==> config.mk <==
export PLATFORM = sky130hd
export DESIGN_NAME = audio_source_arbiter
export DESIGN_NICKNAME = d
export VERILOG_FILES = /design/src/rtl/audio_arb_pkg.sv /design/src/rtl/audio_source_arbiter_slot_timer.sv /design/src/rtl/audio_source_arbiter.sv
export SDC_FILE = /design/constraint.sdc
export NUM_CORES = 1
export LEC_CHECK = 0
export CAP_MARGIN = 20
export CORE_MARGIN = 5
export CORE_UTILIZATION = 40
export CTS_CLUSTER_DIAMETER = 100
export DETAILED_ROUTE_END_ITERATION = 10
export GPL_TIMING_DRIVEN = 0
export PLACE_DENSITY = 0.74
export SLEW_MARGIN = 0
export SYNTH_ARGS = -nofsm -noshare
export SYNTH_HDL_FRONTEND = slang
export SYNTH_SLANG_ARGS = --single-unit
export TNS_END_PERCENT = 50
==> constraint.sdc <==
create_clock -name clk -period 2.28 [get_ports clk]
set_input_delay 0.684 -clock clk [delete_from_list [all_inputs] [get_ports clk]]
set_output_delay 0.684 -clock clk [all_outputs]
set_load 0.05 [all_outputs]
==> src/rtl/audio_arb_pkg.sv <==
// Shared types and helpers for the codec sample-path arbiter.
// State encoding matches the debug state port.
package audio_arb_pkg;

  typedef enum logic [1:0] {
    ST_IDLE = 2'd0,
    ST_GAP  = 2'd1,
    ST_PLAY = 2'd2
  } arb_state_e;

  localparam int UND_W = 8;

  function automatic int sel_w(input int n);
    return (n > 1) ? $clog2(n) : 1;
  endfunction

endpackage

==> src/rtl/audio_source_arbiter_slot_timer.sv <==
// Round-robin slot counter and rotation target.
// rr_target follows the routed source while rotation is off.
module slot_timer
  import audio_arb_pkg::*;
#(
  parameter int  SLOT_LEN = 48000,
  parameter int  N_SRC    = 4,
  localparam int SELW     = sel_w(N_SRC)
) (
  input  logic            clk,
  input  logic            reset,
  input  logic            rr_mode,
  input  logic            adv,
  input  logic            clr,
  input  logic [SELW-1:0] active_src,
  input  logic [SELW-1:0] active_nxt,
  output logic [SELW-1:0] rr_target
);

  localparam int SW = $clog2(SLOT_LEN + 1);

  logic [SW-1:0]   slot_cnt;
  logic [SELW-1:0] nxt_src;
  logic            tc;

  assign tc = (slot_cnt == SW'(SLOT_LEN - 1));

  assign nxt_src = (active_src == SELW'(N_SRC - 1)) ?
                   '0 : active_src + SELW'(1);

  always_ff @(posedge clk) begin
    if (reset) begin
      slot_cnt  <= '0;
      rr_target <= '0;
    end else begin
      if (clr)
        slot_cnt <= '0;
      else if (adv)
        slot_cnt <= tc ? '0 : slot_cnt + SW'(1);
      if (!rr_mode)
        rr_target <= active_nxt;
      else if (adv && tc)
        rr_target <= nxt_src;
    end
  end

endmodule

==> src/rtl/audio_source_arbiter.sv <==
// Shares the codec DAC sample path between N_SRC sources,
// inserting a run of zero samples on every source change.
module audio_source_arbiter
  import audio_arb_pkg::*;
#(
  parameter int  N_SRC    = 4,
  parameter int  W        = 16,
  parameter int  GAP_LEN  = 4,
  parameter int  SLOT_LEN = 48000,
  localparam int SELW     = sel_w(N_SRC)
) (
  input  logic               clk,
  input  logic               reset,
  input  logic               enable,
  input  logic               rr_mode,
  input  logic [SELW-1:0]    sel,
  input  logic               sample_req,
  input  logic [N_SRC-1:0]   src_valid,
  input  logic [N_SRC*W-1:0] src_data,
  output logic [N_SRC-1:0]   src_ack,
  output logic [W-1:0]       audio_out,
  output logic [SELW-1:0]    active_src,
  output logic [UND_W-1:0]   underrun_cnt,
  output logic [1:0]         state
);

  localparam int GW = $clog2(GAP_LEN + 1);

  arb_state_e       st_q, st_d;
  logic [SELW-1:0]  target, act_d, rr_target;
  logic [GW-1:0]    gap_q, gap_d;
  logic [W-1:0]     aud_d;
  logic [N_SRC-1:0] ack_d;
  logic [UND_W-1:0] und_d;
  logic             start_gap, served, clr_slot;

  assign state = st_q;

  always_comb begin
    target = active_src;
    if (rr_mode)
      target = rr_target;
    else if (32'(sel) < N_SRC)
      target = sel;
  end

  always_ff @(posedge clk) begin
    if (reset) st_q <= ST_IDLE;
    else       st_q <= st_d;
  end

  always_comb begin
    st_d      = st_q;
    act_d     = active_src;
    gap_d     = gap_q;
    start_gap = 1'b0;
    served    = 1'b0;
    clr_slot  = 1'b0;
    if (!enable) begin
      st_d = ST_IDLE;
    end else if (sample_req) begin
      unique case (st_q)
        ST_IDLE: start_gap = 1'b1;
        ST_GAP: begin
          if (target != active_src) begin
            start_gap = 1'b1;
          end else begin
            gap_d = gap_q - GW'(1);
            if (gap_q == GW'(1)) begin
              st_d     = ST_PLAY;
              clr_slot = 1'b1;
            end
          end
        end
        ST_PLAY: begin
          if (target != active_src) start_gap = 1'b1;
          else                      served    = 1'b1;
        end
        default: st_d = ST_IDLE;
      endcase
    end
    // A one-sample gap is just the switching request itself
    if (start_gap) begin
      act_d    = target;
      gap_d    = GW'(GAP_LEN - 1);
      st_d     = (GAP_LEN == 1) ? ST_PLAY : ST_GAP;
      clr_slot = (GAP_LEN == 1);
    end
  end

  always_comb begin
    aud_d = audio_out;
    ack_d = '0;
    und_d = underrun_cnt;
    if (!enable) begin
      aud_d = '0;
    end else if (sample_req) begin
      if (!served) begin
        aud_d = '0;
      end else if (src_valid[active_src]) begin
        aud_d             = src_data[active_src*W +: W];
        ack_d[active_src] = 1'b1;
      end else if (underrun_cnt != '1) begin
        und_d = underrun_cnt + UND_W'(1);
      end
    end
  end

  always_ff @(posedge clk) begin
    if (reset) begin
      active_src   <= '0;
      gap_q        <= '0;
      audio_out    <= '0;
      src_ack      <= '0;
      underrun_cnt <= '0;
    end else begin
      active_src   <= act_d;
      gap_q        <= gap_d;
      audio_out    <= aud_d;
      src_ack      <= ack_d;
      underrun_cnt <= und_d;
    end
  end

  slot_timer #(
    .SLOT_LEN (SLOT_LEN),
    .N_SRC    (N_SRC)
  ) u_slot (
    .clk        (clk),
    .reset      (reset),
    .rr_mode    (rr_mode),
    .adv        (served),
    .clr        (clr_slot),
    .active_src (active_src),
    .active_nxt (act_d),
    .rr_target  (rr_target)
  );

endmodule

# [Word level (Yosys, flattened, before mapping)]
# Cells that the tools add are included.
[totals] inputBits=75 reg_bits=53 wordCells=95 output_inout_bits=32
[op_classes] addsub=4 n_reduce_logical=19 shifts=1 magnitude_cmp=2 eq_ne=16 bitwise=6 n_mux=37
[op_table] operator="$shiftx 64x7->16" count=1
[op_table] operator="$mux 16" count=3
[op_table] operator="$mux 2" count=12
[op_table] operator="$mux 1" count=18
[op_table] operator="$add 16x1->16 const B" count=1
[op_table] operator="$eq 16x16->1 const B" count=1
[op_table] operator="$reduce_and 4->1" count=4
[op_table] operator="$reduce_or 2->1" count=5
[op_table] operator="$add 8x1->8 const B" count=1
[op_table] operator="$ne 2x2->1 const B" count=4
[op_table] operator="$ne 4x4->1 const B" count=2
[op_table] operator="$ne 8x8->1 const B" count=1
[op_table] operator="$not 1->1" count=6
[op_table] operator="$reduce_bool 2->1" count=3
[op_table] operator="$reduce_and 5->1" count=1
[op_table] operator="$reduce_or 5->1" count=1
[op_table] operator="$eq 2x2->1 const B" count=2
[op_table] operator="$pmux 2 s2" count=1
[op_table] operator="$eq 3x1->1 const B" count=1
[op_table] operator="$lt 2x3->1 const B" count=1
[op_table] operator="$ne 3x1->1 const B" count=1
[op_table] operator="$ne 3x2->1 const B" count=1
[op_table] operator="$reduce_or 3->1" count=1
[op_table] operator="$sub 3x1->3 const B" count=1
[op_table] operator="11 further kinds" count=12

# [Logic depth before layout (Yosys ltp)]
# Gate-level depths: netlist of run 1.
[logic_depth] ltp_word=9 depth_mapped=8

# [Cells and area by module]
# Synthesis of run 1 repeated with hierarchy kept, for this count alone.
[hier_totals] hier_cells=286 area_unflattened_um2=2837.7
[modules_own_cells] mod="audio_source_arbiter" instances=1 area_each_um2=1975.6 cells_per_inst=190
[modules_own_cells] mod="slot_timer" instances=1 area_each_um2=862.1 cells_per_inst=96

# [Worst setup path before layout of run 1]
# No wires, ideal clock.
[synth_timing] path_kind="register to register" start="register active_src[0]" end="register audio_out[15]" stages_incl_launch_ff=5 arrival_time_ps=2341 n_path_buf=2 synth_period_minus_slack_ps=2458 setup_slack_ps=-178 cell_sequence="dfxtp_1 buf_2 clkbuf_1 mux4_2 a32o_1"
[synth_between] elab_chain_len=7
[synth_rtl] element="start, declared" line_no="audio_source_arbiter.sv:22" source="output logic [SELW-1:0] active_src,"
[synth_rtl] element="start signal, assigned" line_no="audio_source_arbiter.sv:117" source="active_src <= act_d;"
[synth_rtl] element="branches (longest 7 deep; another with $shiftx 64x7->16)"
[synth_rtl] element="end signal, assigned" line_no="audio_source_arbiter.sv:119" source="audio_out <= aud_d;"
[synth_rtl] element="end, declared" line_no="audio_source_arbiter.sv:21" source="output logic [W-1:0] audio_out,"
# Several ways; the timed one is not identified. The select of a mux whose other input is x is not followed.
# A chain may end at the register's enable or synchronous reset.

# [Worst setup path in the final report of run 1]
[layout_timing] start="input reset" end="register st_q[1], in the netlist state[1]"
[layout_between] elab_chain_len=1
[layout_rtl] element="start, declared" line_no="audio_source_arbiter.sv:13" source="input logic reset,"
[layout_rtl] element="$reduce_or 3->1 (no source line)"
[layout_rtl] element="end signal, assigned" line_no="audio_source_arbiter.sv:49" source="else st_q <= st_d;"
[layout_rtl] element="end, declared" line_no="audio_source_arbiter.sv:29" source="arb_state_e st_q, st_d;"
# Every way passes these cells.

==> impl_metrics.csv, run 1 <==
group,metric,value,unit
clock_tree,ctsRootBufferMaster,"clkbuf_8",
route,drt_iter0_drc,123,
setup_path,timing.critical_path.from_type,"primary input",
logic_synthesis,syn_area_per_cell,9.76,sq um
route,drc_errors,0,
die,initial_utilization,41.0,%
sta,slew_headroom,57.2,%
place,dp_wirelength,7040,um
clock_tree,clock_latency_on_the_worst_skew_pair,310,ps
layout,drive_gt1_share,17.6,%
grt,global_route.overflow_total,0,
die,core-area,7250,sq um
place,place.gp.congestion,0.840,
logic_synthesis,ys.warnings.count,0,
die,die_w,96.3,um
status,outcome,"finished, final reports clean",
clock_tree,cts_hold_repair.buffers,0,
route,detail_route.wl_per_cell,17.6,um
route,drt-vias-per-instance,5.59,
logic_synthesis,yosys.cell_count.top_type,"dfxtp_1",
clock_tree,cts_tree,"done",
logic_synthesis,synth.net_count,392,
route,post_drt_antenna_nets,0,
route,wirelength,9280,um
die,design.die.area,9270,sq um
power_and_ir_drop,power.leakage,1.66,nW
power_and_ir_drop,vdd.ir_drop.worst,229,uV
clock_tree,clock-sinks,53,
logic_synthesis,yosys.area.top_type_share,35.6,%
setup_path,timing.critical_path.arrival,2460,ps
logic_synthesis,post_synth_most_frequent_cells,"dfxtp_1, a21oi_1, mux4_2, nand2_1",
grt,first_global_vias,2907,
sta,number_of_max_slew_violations_in_the_final_report,0,
setup_path,timing.critical_path.fanout_max,10,
grt,maximum_number_of_pins_on_one_net_before_global_route_repair,17,
sta,rsz0062_at_grt,"yes",
setup_path,worstRegToRegCells,7,
die,die_height,96.3,um
clock_tree,clk_pin_slew,90,ps
place,port-buffer-count,105,
logic_synthesis,synth_seq_area_share,35.6,%
place,placedInstanceArea,4160,sq um
grt,antenna_found_initial,0,
logic_synthesis,netlist_instances,305,
layout,final_cell_area,4480,sq um
die,design.portCount,107,
sta,timing_worst_slew_pin_value,642,ps
sta,timing_hold_violations_final,0,
layout,antenna_cells_inserted,0,
setup_path,critPathCaptureType,"flip-flop",
sta,min_period_over_period,98.1,%
logic_synthesis,synth_enable_flop_cells,0,
logic_synthesis,ys_async_sr_fraction,0,%
logic_synthesis,synth.top_cells.by_area,"dfxtp_1, mux4_2, a32o_1, ha_1, xnor2_1",
clock_tree,cts_buffer_depth,2,
sta,skew,6.11,ps
sta,period_needed,2240,ps
setup_path,worstPathRequired,2500,ps
hold_path,hold_path_class,"reg -> reg",
grt,global_route_wire_length_before_repair,14300,um
power_and_ir_drop,power-per-cell-area,413,nW/um^2
setup_path,setup.worst_path.class,"in -> reg",
route,dr.pass1.iters,4,
logic_synthesis,syn_area,2980,sq um
layout,syn_to_layout_area_delta,50.4,%
logic_synthesis,synth_ff_type,"dfxtp_1",
clock_tree,tritoncts_buffer_count,5,
job,drv_cap,0,
sta,setup_viol,0,
grt,grt_util_all_layers,19.6,%
logic_synthesis,synth.distinct_cells,47,
logic_synthesis,synth_top_cell_by_area,"dfxtp_1",
sta,fmax,0.447,GHz
hold_path,holdPathStages,2,
layout,filler_cell_count_in_the_final_layout,602,
clock_tree,clock_tree.htree_level_count,2,
route,dr_total_vias,2939,
layout,finalNetCount,513,
sta,fin_hold_ws,492,ps
die,fp-row-count,31,
logic_synthesis,postSynthRegisterBits,53,
## routing by layer
| layer | track usage [%] | wire (um) | vias to the layer above |
|---|---|---|---|
| li1 | - | - | 1408 |
| met4 | 5.21 | 111 | 0 |
| met1 | 25.1 | 3840 | 1442 |
| met2 | 32.8 | 4850 | 81 |
| met5 | 0 | 0 | - |
| met3 | 5.00 | 476 | 8 |
## final cells by class
cell class | instances | area, sq um | share of cell area, %
Inverter | 13 | 48.8 | 1.09
Sequential cell | 53 | 1070 | 23.9
Clock inverter | 3 | 17.5 | 0.391
Clock buffer | 5 | 68.8 | 1.54
Buffer | 15 | 81.3 | 1.82
Multi-Input combinational cell | 224 | 1970 | 43.9
Tap cell | 99 | 124 | 2.77
Timing Repair Buffer | 114 | 1100 | 24.6
## cells in the final DEF (no fill, tap or decap), drive strengths merged, types with 14 or more instances in the layout
cell / instances
clkdlybuf4s50: 90
dfxtp: 53
buf: 20
a21oi: 18
mux4: 17
nand2: 17
nand3: 15
a32o: 15
nor2: 15
clkbuf: 14
## power by group
part           internal (mW)  switching (mW)  leakage, nW
Clock                  0.213           0.317       0.0439
Sequential             0.932         0.00784        0.430
Combinational          0.217           0.163         1.19
Total                   1.36           0.488         1.66
## kinds of logic after synthesis
| kind of cell | share of synthesized area (%) |
|---|---|
| xor+xnor | 4.12 |
| flops | 35.6 |
| fa+ha+maj | 5.04 |
| mux | 14.5 |
| buf+inv | 4.08 |
| compound gates | 16.0 |
| simple gates | 20.6 |
## state kept, by name, indices dropped and copies added, names as in the netlist
| register | cells |
|---|---|
| u_slot.slot_cnt | 16 |
| src_ack | 4 |
| gap_q | 3 |
| u_slot.rr_target | 2 |
| state | 2 |
| active_src | 2 |
| audio_out | 16 |
| underrun_cnt | 8 |
## final timing paths
check,end,from,slack [ps]
max,state[1]$_SDFFE_PP0P_,reset,40
min,u_slot.slot_cnt[15]$_SDFFE_PP0P_,u_slot.slot_cnt[15]$_SDFFE_PP0P_,490
max reg2reg,underrun_cnt[6]$_SDFFE_PP0P_,active_src[1]$_SDFF_PP0_,80
min reg2reg,u_slot.slot_cnt[15]$_SDFFE_PP0P_,u_slot.slot_cnt[15]$_SDFFE_PP0P_,490
## critical path, cell delays in order
cell and delay, ps:
clkdlybuf4s50_1 550, nor2b_1 170, clkbuf_1 360, clkbuf_2 350, o21ai_0 140, nor3_1 210
## metrics by stage
stage | power [mW] | setup TNS [ps] | cells | utilization [%] | setup slack (ps)
finish | 1.85 | 0 | 526 | 61.7 | 42.3
detailed placement | 1.30 | -49470 | 509 | 57.3 | -1130
global placement | 1.29 | -47320 | 509 | 57.3 | -1100
floorplan | 1.12 | 0 | 305 | - | 34.4
CTS | 1.86 | -20.0 | 525 | 61.0 | -20.0
global route | 1.92 | -168 | 526 | 61.7 | -93.4
## repair_timing
action | CTS | global route
endpoints found under the setup margin | 56 | 28
resized for setup | 46 | 18
setup buffers | 8 | 1
pin swaps | 8 | 7
Note: power is estimated with default switching activity, not from simulation.
==> run 2: changes to the inputs <==
- HOLD_SLACK_MARGIN: default -> 0.06
- PLACE_DENSITY: 0.74 -> 0.75
- SYNTH_HIERARCHICAL: default -> 1
==> impl_metrics.csv, run 2 <==
group,metric,value,unit
layout,largestRegisters,"audio_out x16, u_slot/slot_cnt x16, underrun_cnt x8",
power_and_ir_drop,power-per-cell-area,466,nW/um^2
sta,fmax,0.410,GHz
sta,timing_worst_slew_pin_value,783,ps
logic_synthesis,synth_seq_area_share,37.4,%
clock_tree,clock-sinks,53,
grt,global_route.overflow_total,0,
place,port-buffer-count,106,
layout,finalNetCount,508,
clock_tree,cts_buffer_depth,2,
sta,skew,10.9,ps
setup_path,worstRegToRegCells,11,
route,detail_route.wl_per_cell,15.9,um
logic_synthesis,postSynthRegisterBits,53,
sta,rsz0062_at_grt,"yes",
layout,drive_gt1_share,24.5,%
route,drt-vias-per-instance,5.13,
status,outcome,"complete, but fails checks",
logic_synthesis,synth_enable_flop_cells,0,
logic_synthesis,yosys.area.top_type_share,37.4,%
sta,timing_hold_violations_final,0,
logic_synthesis,synth.net_count,370,
layout,final_common_cell,"clkdlybuf4s50_1",
power_and_ir_drop,switching_power,507,uW
die,core-area,6830,sq um
layout,fin_cells,521,
clock_tree,clk_pin_slew,100,ps
logic_synthesis,synth_top_cell_by_area,"dfxtp_1",
job,drv_cap,0,
setup_path,timing.critical_path.from_type,"primary input",
route,dr_total_vias,2671,
clock_tree,tritoncts_buffer_count,5,
route,wirelength,8300,um
power_and_ir_drop,p_int,1.64,mW
setup_path,setup.worst_path.class,"in -> reg",
layout,final_cell_area,4600,sq um
layout,antenna_cells_inserted,0,
setup_path,regToRegStartpoint,"state[0]$_SDFFE_PP0P_",
grt,first_global_vias,2633,
grt,grt_util_all_layers,18.0,%
setup_path,timing.critical_path.arrival,2690,ps
die,initial_utilization,41.5,%
power_and_ir_drop,clock_network_fraction_of_design_power,34.8,%
logic_synthesis,ys_async_sr_fraction,0,%
hold_path,hold_path_class,"reg -> reg",
grt,global_route_wire_length_before_repair,12700,um
power_and_ir_drop,power.leakage,1.85,nW
logic_synthesis,yosys.cell_count.top_type,"dfxtp_1",
logic_synthesis,ys.warnings.count,6,
setup_path,critPathCaptureType,"flip-flop",
logic_synthesis,syn_area,2840,sq um
sta,setup_viol,18,
layout,layout_common_cells,"clkdlybuf4s50_1, dfxtp_1, buf_4",
route,dr.pass1.iters,4,
grt,antenna_found_initial,0,
logic_synthesis,post_synth_most_frequent_cells,"dfxtp_1, inv_1, nor2_1, mux4_2, o2bb2ai_1",
route,drc_errors,0,
setup_path,timing.critical_path.fanout_max,4,
setup_path,crit-reg2reg-capture,"u_slot/slot_cnt[14]$_SDFFE_PP0P_",
clock_tree,clock_latency_on_the_worst_skew_pair,310,ps
die,die_w,94.2,um
setup_path,worstPathRequired,2530,ps
sta,number_of_max_slew_violations_in_the_final_report,0,
die,design.die.area,8880,sq um
place,placedInstanceArea,4110,sq um
power_and_ir_drop,vdd.ir_drop.worst,492,uV
clock_tree,clock_tree.htree_level_count,2,
place,post-place-cells,488,
clock_tree,cts_tree,"done",
grt,maximum_number_of_pins_on_one_net_before_global_route_repair,17,
place,dp_wirelength,6040,um
logic_synthesis,synth.top_cells.by_area,"dfxtp_1, mux4_2, o2bb2ai_1, ha_1, inv_1",
logic_synthesis,syn_area_per_cell,9.92,sq um
die,design.portCount,107,
setup_path,ff2ff_setup_slack,-60,ps
setup_path,timing.critical_path.to,"u_slot/slot_cnt[14]$_SDFFE_PP0P_",
sta,period_needed,2440,ps
sta,slew_headroom,47.8,%
layout,syn_to_layout_area_delta,62.1,%
route,drt_iter0_drc,87,
status,failing_checks,"negative setup slack",
place,place.gp.congestion,0.875,
sta,timing.final.ws_setup,-160,ps
sta,min_period_over_period,107,%
clock_tree,ctsRootBufferMaster,"clkbuf_8",
route,post_drt_antenna_nets,0,
setup_path,startpoint,"rr_mode",
power_and_ir_drop,combPwrFrac,20.7,%
power_and_ir_drop,switching_share,23.6,%
die,fp-row-count,30,
logic_synthesis,netlist_instances,286,
die,die_height,94.2,um
power_and_ir_drop,sequentialPowerShare,44.4,%
logic_synthesis,synth.distinct_cells,46,
logic_synthesis,synth_ff_type,"dfxtp_1",
[run 2: cells by family (layout without fill, tap and decap cells)]
family,count (synthesis),after routing,share of synthesized area [%]
AO/OA/AOI/OAI,47,47,11.9
XOR/XNOR,18,18,5.82
adder cells (fa/ha/maj),9,9,3.97
buffers and inverters,43,182,6.22
flip-flops,53,53,37.4
multiplexers,24,24,16.4
AND/OR/NAND/NOR,92,92,18.3
[run 2: worst min-delay path by stage]
stage / from / end / slack (ps) / depth (start not counted)
4_1_cts: audio_out[15]$_SDFFE_PP0P_ / audio_out[15]$_SDFFE_PP0P_ / 470 / 1
6_report: audio_out[11]$_SDFFE_PP0P_ / audio_out[11]$_SDFFE_PP0P_ / 470 / 1
3_5_place_dp: audio_out[15]$_SDFFE_PP0P_ / audio_out[15]$_SDFFE_PP0P_ / 450 / 1
5_1_grt: audio_out[8]$_SDFFE_PP0P_ / audio_out[8]$_SDFFE_PP0P_ / 490 / 1
3_3_place_gp: audio_out[12]$_SDFFE_PP0P_ / audio_out[12]$_SDFFE_PP0P_ / 440 / 1
2_1_floorplan: u_slot/slot_cnt[15]$_SDFFE_PP0P_ / u_slot/slot_cnt[15]$_SDFFE_PP0P_ / 460 / 2
[run 2: area by class of cell]
cell class,instances,area (sq um)
fill,529,2230
multi-input combinational,190,1790
timing repair buffer,135,1300
sequential,53,1070
tap,96,120
inverter,26,103
buffer,13,82.6
clock buffer,5,68.8
clock inverter,3,65.1
[run 2: timing repair]
action,CTS,global route
hold buffers,0,0
gates cloned,1,0
gates resized for setup,37,40
buffers inserted,19,9
endpoints found under the setup margin,55,49
pin swaps,20,15
[run 2: power by group through the flow]
| stage | Combinational [mW] | Sequential, mW | Clock, mW |
|---|---|---|---|
| 2_1_floorplan | 0.196 | 0.985 | 0 |
| 3_3_place_gp | 0.386 | 0.973 | 0 |
| 3_5_place_dp | 0.391 | 0.973 | 0 |
| 4_1_cts | 0.439 | 0.952 | 0.761 |
| 5_1_grt | 0.477 | 0.954 | 0.818 |
| 6_report | 0.445 | 0.952 | 0.747 |
[run 2: through the flow]
stage	setup TNS (ps)	setup slack (ps)	hold slack [ps]	power (mW)	util, %
after floorplan	-6480	-406	463	1.18	-
after global placement	-50790	-1340	444	1.36	60.1
after detailed placement	-51890	-1350	446	1.36	60.1
after CTS	-948	-206	475	2.15	65.0
after global routing	-2710	-209	487	2.25	67.3
final	-1830	-160	469	2.14	67.3
[run 2: layer usage]
layer	GRT usage, %	routed length [um]	vias up
met1	20.5	3180	1263
met3	5.69	699	4
met4	3.85	40	0
met5	0	0	-
li1	-	-	1316
met2	32.6	4380	88
[run 2: worst max-delay path, cell delays in order]
cell and delay (ps):
buf_12 100, mux2i_4 300, xnor2_4 100, or3_1 360
buf_6 140, inv_6 50, and3_4 210, buf_4 130
nand3_4 50, or4_4 420, a21oi_2 120
==> run 3: changes to the inputs <==
- PLACE_DENSITY: 0.75 -> 0.74
- SYNTH_HIERARCHICAL: 1 -> default
==> results of run 3 <==
Same layout as run 1: the final DEF is identical, and so are final timing and power.
